[config.mk]
export PLATFORM = sky130hd
export DESIGN_NAME = cra_seq_ctrl
export DESIGN_NICKNAME = d
export VERILOG_FILES = /design/src/rtl/cra_seq_ctrl.sv
export SDC_FILE = /design/constraint.sdc
export NUM_CORES = 2
export LEC_CHECK = 0
export CELL_PAD_IN_SITES_DETAIL_PLACEMENT = 1
export CELL_PAD_IN_SITES_GLOBAL_PLACEMENT = 2
export CORE_MARGIN = 2
export CORE_UTILIZATION = 31
export DETAILED_ROUTE_END_ITERATION = 10
export PLACE_DENSITY = 0.78
export SETUP_SLACK_MARGIN = 0.3
export SYNTH_ARGS = -nofsm -noshare
export SYNTH_HDL_FRONTEND = slang
export SYNTH_SLANG_ARGS = --single-unit
[constraint.sdc]
create_clock -name clk -period 34.7 [get_ports clk]
set_clock_uncertainty 0.2 [all_clocks]
set_input_delay 5.205 -clock clk [delete_from_list [all_inputs] [get_ports clk]]
set_output_delay 5.205 -clock clk [all_outputs]
set_load 0.005 [all_outputs]
[src/rtl/cra_seq_ctrl.sv]
// Multi-cycle carry-ripple adder: an n-bit sum computed through one w-bit slice,
// reused over n/w cycles, with valid/ready handshakes on both sides.
module cra_seq_ctrl #(
    parameter int n = 256,
    parameter int w = 32
) (
    input  logic         clk,
    input  logic         rst,
    input  logic         in_valid,
    output logic         in_ready,
    input  logic         cin,
    input  logic [n-1:0] a,
    input  logic [n-1:0] b,
    output logic         out_valid,
    input  logic         out_ready,
    output logic [n-1:0] s,
    output logic         cout,
    output logic         busy
);

    localparam int k  = n / w;
    localparam int CW = $clog2(k);

    typedef enum logic [1:0] {
        IDLE,
        RUN,
        DONE
    } state_t;

    state_t        state_q;
    logic [n-1:0]  a_q;
    logic [n-1:0]  b_q;
    logic [n-1:0]  s_q;
    logic          carry_q;
    logic          cout_q;
    logic [CW-1:0] cnt_q;
    logic [w:0]    slice_d;

    // The one physical ripple slice, steered by the slice counter.
    always_comb begin
        slice_d = {1'b0, a_q[cnt_q*w +: w]}
                + {1'b0, b_q[cnt_q*w +: w]}
                + {{w{1'b0}}, carry_q};
    end

    // NOTE: state is updated with non-blocking assignments so every register
    // samples the pre-edge values of the others; blocking here would chain them.
    always_ff @(posedge clk or posedge rst) begin
        if (rst) begin
            // NOTE: the operand and sum registers are reset as well, so an
            // aborted operation can never leave a partial result visible on s.
            state_q <= IDLE;
            a_q     <= '0;
            b_q     <= '0;
            s_q     <= '0;
            carry_q <= 1'b0;
            cout_q  <= 1'b0;
            cnt_q   <= '0;
        end else begin
            case (state_q)
                IDLE: begin
                    if (in_valid) begin
                        a_q     <= a;
                        b_q     <= b;
                        carry_q <= cin;
                        cnt_q   <= '0;
                        s_q     <= '0;
                        state_q <= RUN;
                    end
                end
                RUN: begin
                    s_q[cnt_q*w +: w] <= slice_d[w-1:0];
                    carry_q           <= slice_d[w];
                    cnt_q             <= cnt_q + CW'(1);
                    if (cnt_q == CW'(k - 1)) begin
                        cout_q  <= slice_d[w];
                        state_q <= DONE;
                    end
                end
                DONE: begin
                    if (out_ready) begin
                        state_q <= IDLE;
                    end
                end
                default: state_q <= IDLE;
            endcase
        end
    end

    // Handshake outputs come from the registered state only.
    assign in_ready  = (state_q == IDLE);
    assign busy      = (state_q == RUN);
    assign out_valid = (state_q == DONE);
    assign s         = s_q;
    assign cout      = cout_q;

endmodule

==> impl_summary.txt <==
----------------------------------------------------
[Finish]
  Layout overhead on the synthesized area ... 35.57%
  Fillcell total ... 12660
  Area of combinational cells with multiple inputs ... around 15000 um^2
  Share of final-layout standard cells stronger than drive strength 1 ... 0.08326
  Count of non-filler cells in the finished layout ... 5989
  Util after Layout ... 0.4228
  Combined flip-flop and latch cell area ... roughly 19000 um^2
  Fin nets ... 4943

[Routing]
  Number of DRC markers in iteration 0 ... roughly 1900
  Average wire per standard cell ... between 20 and 25 um
  Antenna-violating nets left ... 0
  Total wire length after detailed routing ... 145600 um
  Vias per Instance ... 4.923
  Routed via count ... between 20000 and 30000
  DRC errors left ... 0
  Length of the first detailed-routing pass in iterations ... 5

[Global route]
  Aggregate global routing overflow ... 0
  Initial antenna violation count ... 76
  Pin count of the biggest net entering global routing ... around 180
  GRT Util Overall ... 0.2483
  First-pass GRT wire length ... ~210000 um
  Vias in the first global route ... about 31000

[Clocking]
  Clock transition at the register clock pins on the worst setup and hold paths after CTS ... around 0.060 ns
  H-Tree Level Count ... 3
  Number of cells upsized or downsized after cts ... 0
  Number of buffers between clock root and the deepest sink ... 3
  Number of buffers inserted during clock tree synthesis ... between 80 and 90
  Number of hold buffers added after CTS ... 0
  Number of buffers inserted by post-CTS setup repair ... 0
  Clk Tree Root Cell ... clkbuf_16
  TritonCTS clock tree ... done
  TritonCTS Sinks ... ~780
  Clock latency on the worst-skew pair ... between 0.6 and 0.7 ns

[Setup path]
  Worst-path cell chain ... clkdlybuf4s50_1 -> and2_4 -> buf_4 -> buf_4 -> buf_4 -> buf_4 -> nand2_1 -> nand2_1
  CP most frequent cell ... buf_4
  Maximum fanout along the worst path ... 88
  Worst Setup Path Type ... in -> reg
  Required @ worst endpoint ... around 35 ns
  Longest individual stage delay on the worst path ... between 0.8 and 0.9 ns
  Worst setup EP type ... register
  Standard cell with the maximum stage delay on the critical path ... buf_4
  Worst EP arrival ... roughly 10 ns
  CP Launch Type ... input port

[Synthesis]
  Synth top area cells ... dfrtp_1, nand2_1, mux4_2, a22o_1, clkbuf_1
  Post-synth top cells ... nand2_1, dfrtp_1, clkbuf_1
  Gate count of the mapped netlist ... between 3000 and 4000
  Number of warning messages in the yosys log ... 0
  Most common flop cell mapped by yosys ... dfrtp_1
  Area fraction of the dominant cell type after synthesis ... 0.5536
  Synth Register Bits ... 775
  Leading cell type by number of instances after synthesis ... nand2_1
  Average cell area after synthesis ... ~9.5 um^2
  Synth async-reset ratio ... 1.000
  Post-synthesis cell type with the largest combined area ... dfrtp_1
  Number of unique standard cell types used by synthesis ... 73
  Post-synthesis sequential area ratio ... 0.5536
  Number of synthesized flops with an enable pin ... 0
  Total standard cell area after synthesis ... around 35000 um^2
  Syn nets ... about 4300

[STA]
  Max-slew violation count ... 0
  Slew HR ... 0.2191
  Total Negative Setup Slacks ... 0 ns
  Peak clock frequency supported by timing ... 0.1058 GHz
  Worst-margin pin slew ... between 1 and 1.5 ns
  Final Cycle Share ... 0.2724
  Final critical-path required period ... 9.452 ns
  Unrepaired setup endpoints after global routing ... no
  Final Hold Fails ... 0
  Final number of setup-violating endpoints ... 0

[Power and ir drop]
  Total Power Consumption ... 5.661 mW
  Switching portion of total power ... 0.4705
  Logic gate share of total power ... 0.551
  Sequential cell fraction of total power ... 0.274
  Clock share of power ... 0.175
  Int Pwr ... between 2 and 3 mW
  Leakage power ... 22.81 nW
  VDD IR max ... roughly 0.086 mV
  Power per cell area ... between 100 and 150 nW/um^2
  Power dissipated by switching net loads ... 2.664 mW

[Place]
  Total half-perimeter wirelength after legalization and detailed placement ... ~110000 um
  Placed instance count ... approximately 5800
  Routability-driven placement congestion ratio ... 0.8311
  I/O Buffers ... ~780

[Floorplanning]
  Floorplan die height ... between 300 and 400 um
  Core footprint ... 112300 um^2
  Die width ... roughly 340 um
  Starting density of the core ... 0.3118
  Standard-cell row count ... about 120
  Die Footprint ... between 100000 and 150000 um^2
  Ports placed on the boundary ... a little under 800

[Job]
  Number of max-capacitance violations reported ... 0

[Worst hold path]
  Tightest Hold Check Type ... reg -> reg

[Status]
  Result of the run ... completed

----------------------------------------------------
stage by stage:
stage	hold slack [ns]	setup WS [ns]	area, um^2
final	0.2683	25.25	47500
after global routing	0.2912	24.94	47470
after floorplan	0.2403	7.538	35030
after global placement	0.2518	24.53	44350
after CTS	0.2729	25.23	47410
after detailed placement	0.2578	24.52	44350
registers in the layout, summed over array words and instances, names as in the netlist:
name,cells
a_q,256
b_q,256
s,256
cnt_q,3
state_q,2
carry_q,1
cout,1
metal layers:
layer  up-vias  wire length (um)  track usage  part of all wire
li1      13620                 -            -                 -
met1     14730             56980       0.2938              0.39
met2       805             72820       0.4258              0.50
met3       263             10210      0.07412             0.070
met4        72              5142      0.09132             0.035
met5         -               460            0            0.0032
power by group through the flow:
stage               logic [mW]  registers, mW  clock network (mW)
finish                    3.12           1.55               0.990
global route              3.38           1.60                1.05
CTS                       3.18           1.55                1.01
detailed placement        3.16           1.57                   0
global placement          3.12           1.55                   0
floorplan                 1.67           1.48                   0
cell families after synthesis:
logic type                 Yosys count  share of synthesized area
and+or+nand+nor                   2087                     0.2324
DFF                                775                     0.5536
AOI/OAI and AO/OA                  384                    0.07907
buffers and inverters              250                    0.02828
muxes                              141                    0.08600
adders and majority gates           40                    0.01471
xor gates and xnor gates            21                   0.006000
critical path: cells and delay by family:
family                 cells  cell delay, ns
buffers and inverters      5            3.53
AND/OR/NAND/NOR            3            0.96
final cells by class:
type / count / share of cell area
Sequential cell: 775 / 0.4085
Multi-Input combinational cell: 2673 / 0.3111
Timing Repair Buffer: 834 / 0.1735
Clock buffer: 126 / 0.05406
Tap cell: 1500 / 0.03951
Clock inverter: 35 / 0.01046
Antenna cell: 33 / 0.001739
Inverter: 13 / 0.001185
worst paths after layout:
kind,slack (ns),endpoint,from,cells past startpoint
worst max-delay path,25.25,b_q[208],in_valid,8
worst min-delay path,0.27,a_q[250],a_q[250],2
worst max register to register,27.96,s[126],cnt_q[0],13
worst min register to register,0.27,a_q[250],a_q[250],2
max in group asynchronous,26.11,a_q[40],rst,5
min in group asynchronous,4.93,s[137],rst,2
cell usage in the layout, fill, tap and decap left out, types with 10 or more instances in the layout:
cell type	netlist	routed
clkdlybuf4s50_1	0	776
a22o_1	115	115
and3_1	24	24
nand3_1	75	75
o21ai_1	17	17
ha_1	38	38
buf_4	4	55
clkinv_2	0	14
diode_2	0	33
dfrtp_1	775	772
nand2_1	1886	1884
a21oi_1	53	47
clkbuf_1	198	18
clkbuf_8	0	18
mux4_2	128	128
nand4_1	10	10
mux2i_1	13	13
nor2_1	45	42
a21o_1	31	31
inv_1	12	10
o21ai_0	90	90
clkbuf_16	0	90
nor3_1	15	13
bufinv_16	0	10
o21a_1	12	12
(Power assumes the default switching activity.)
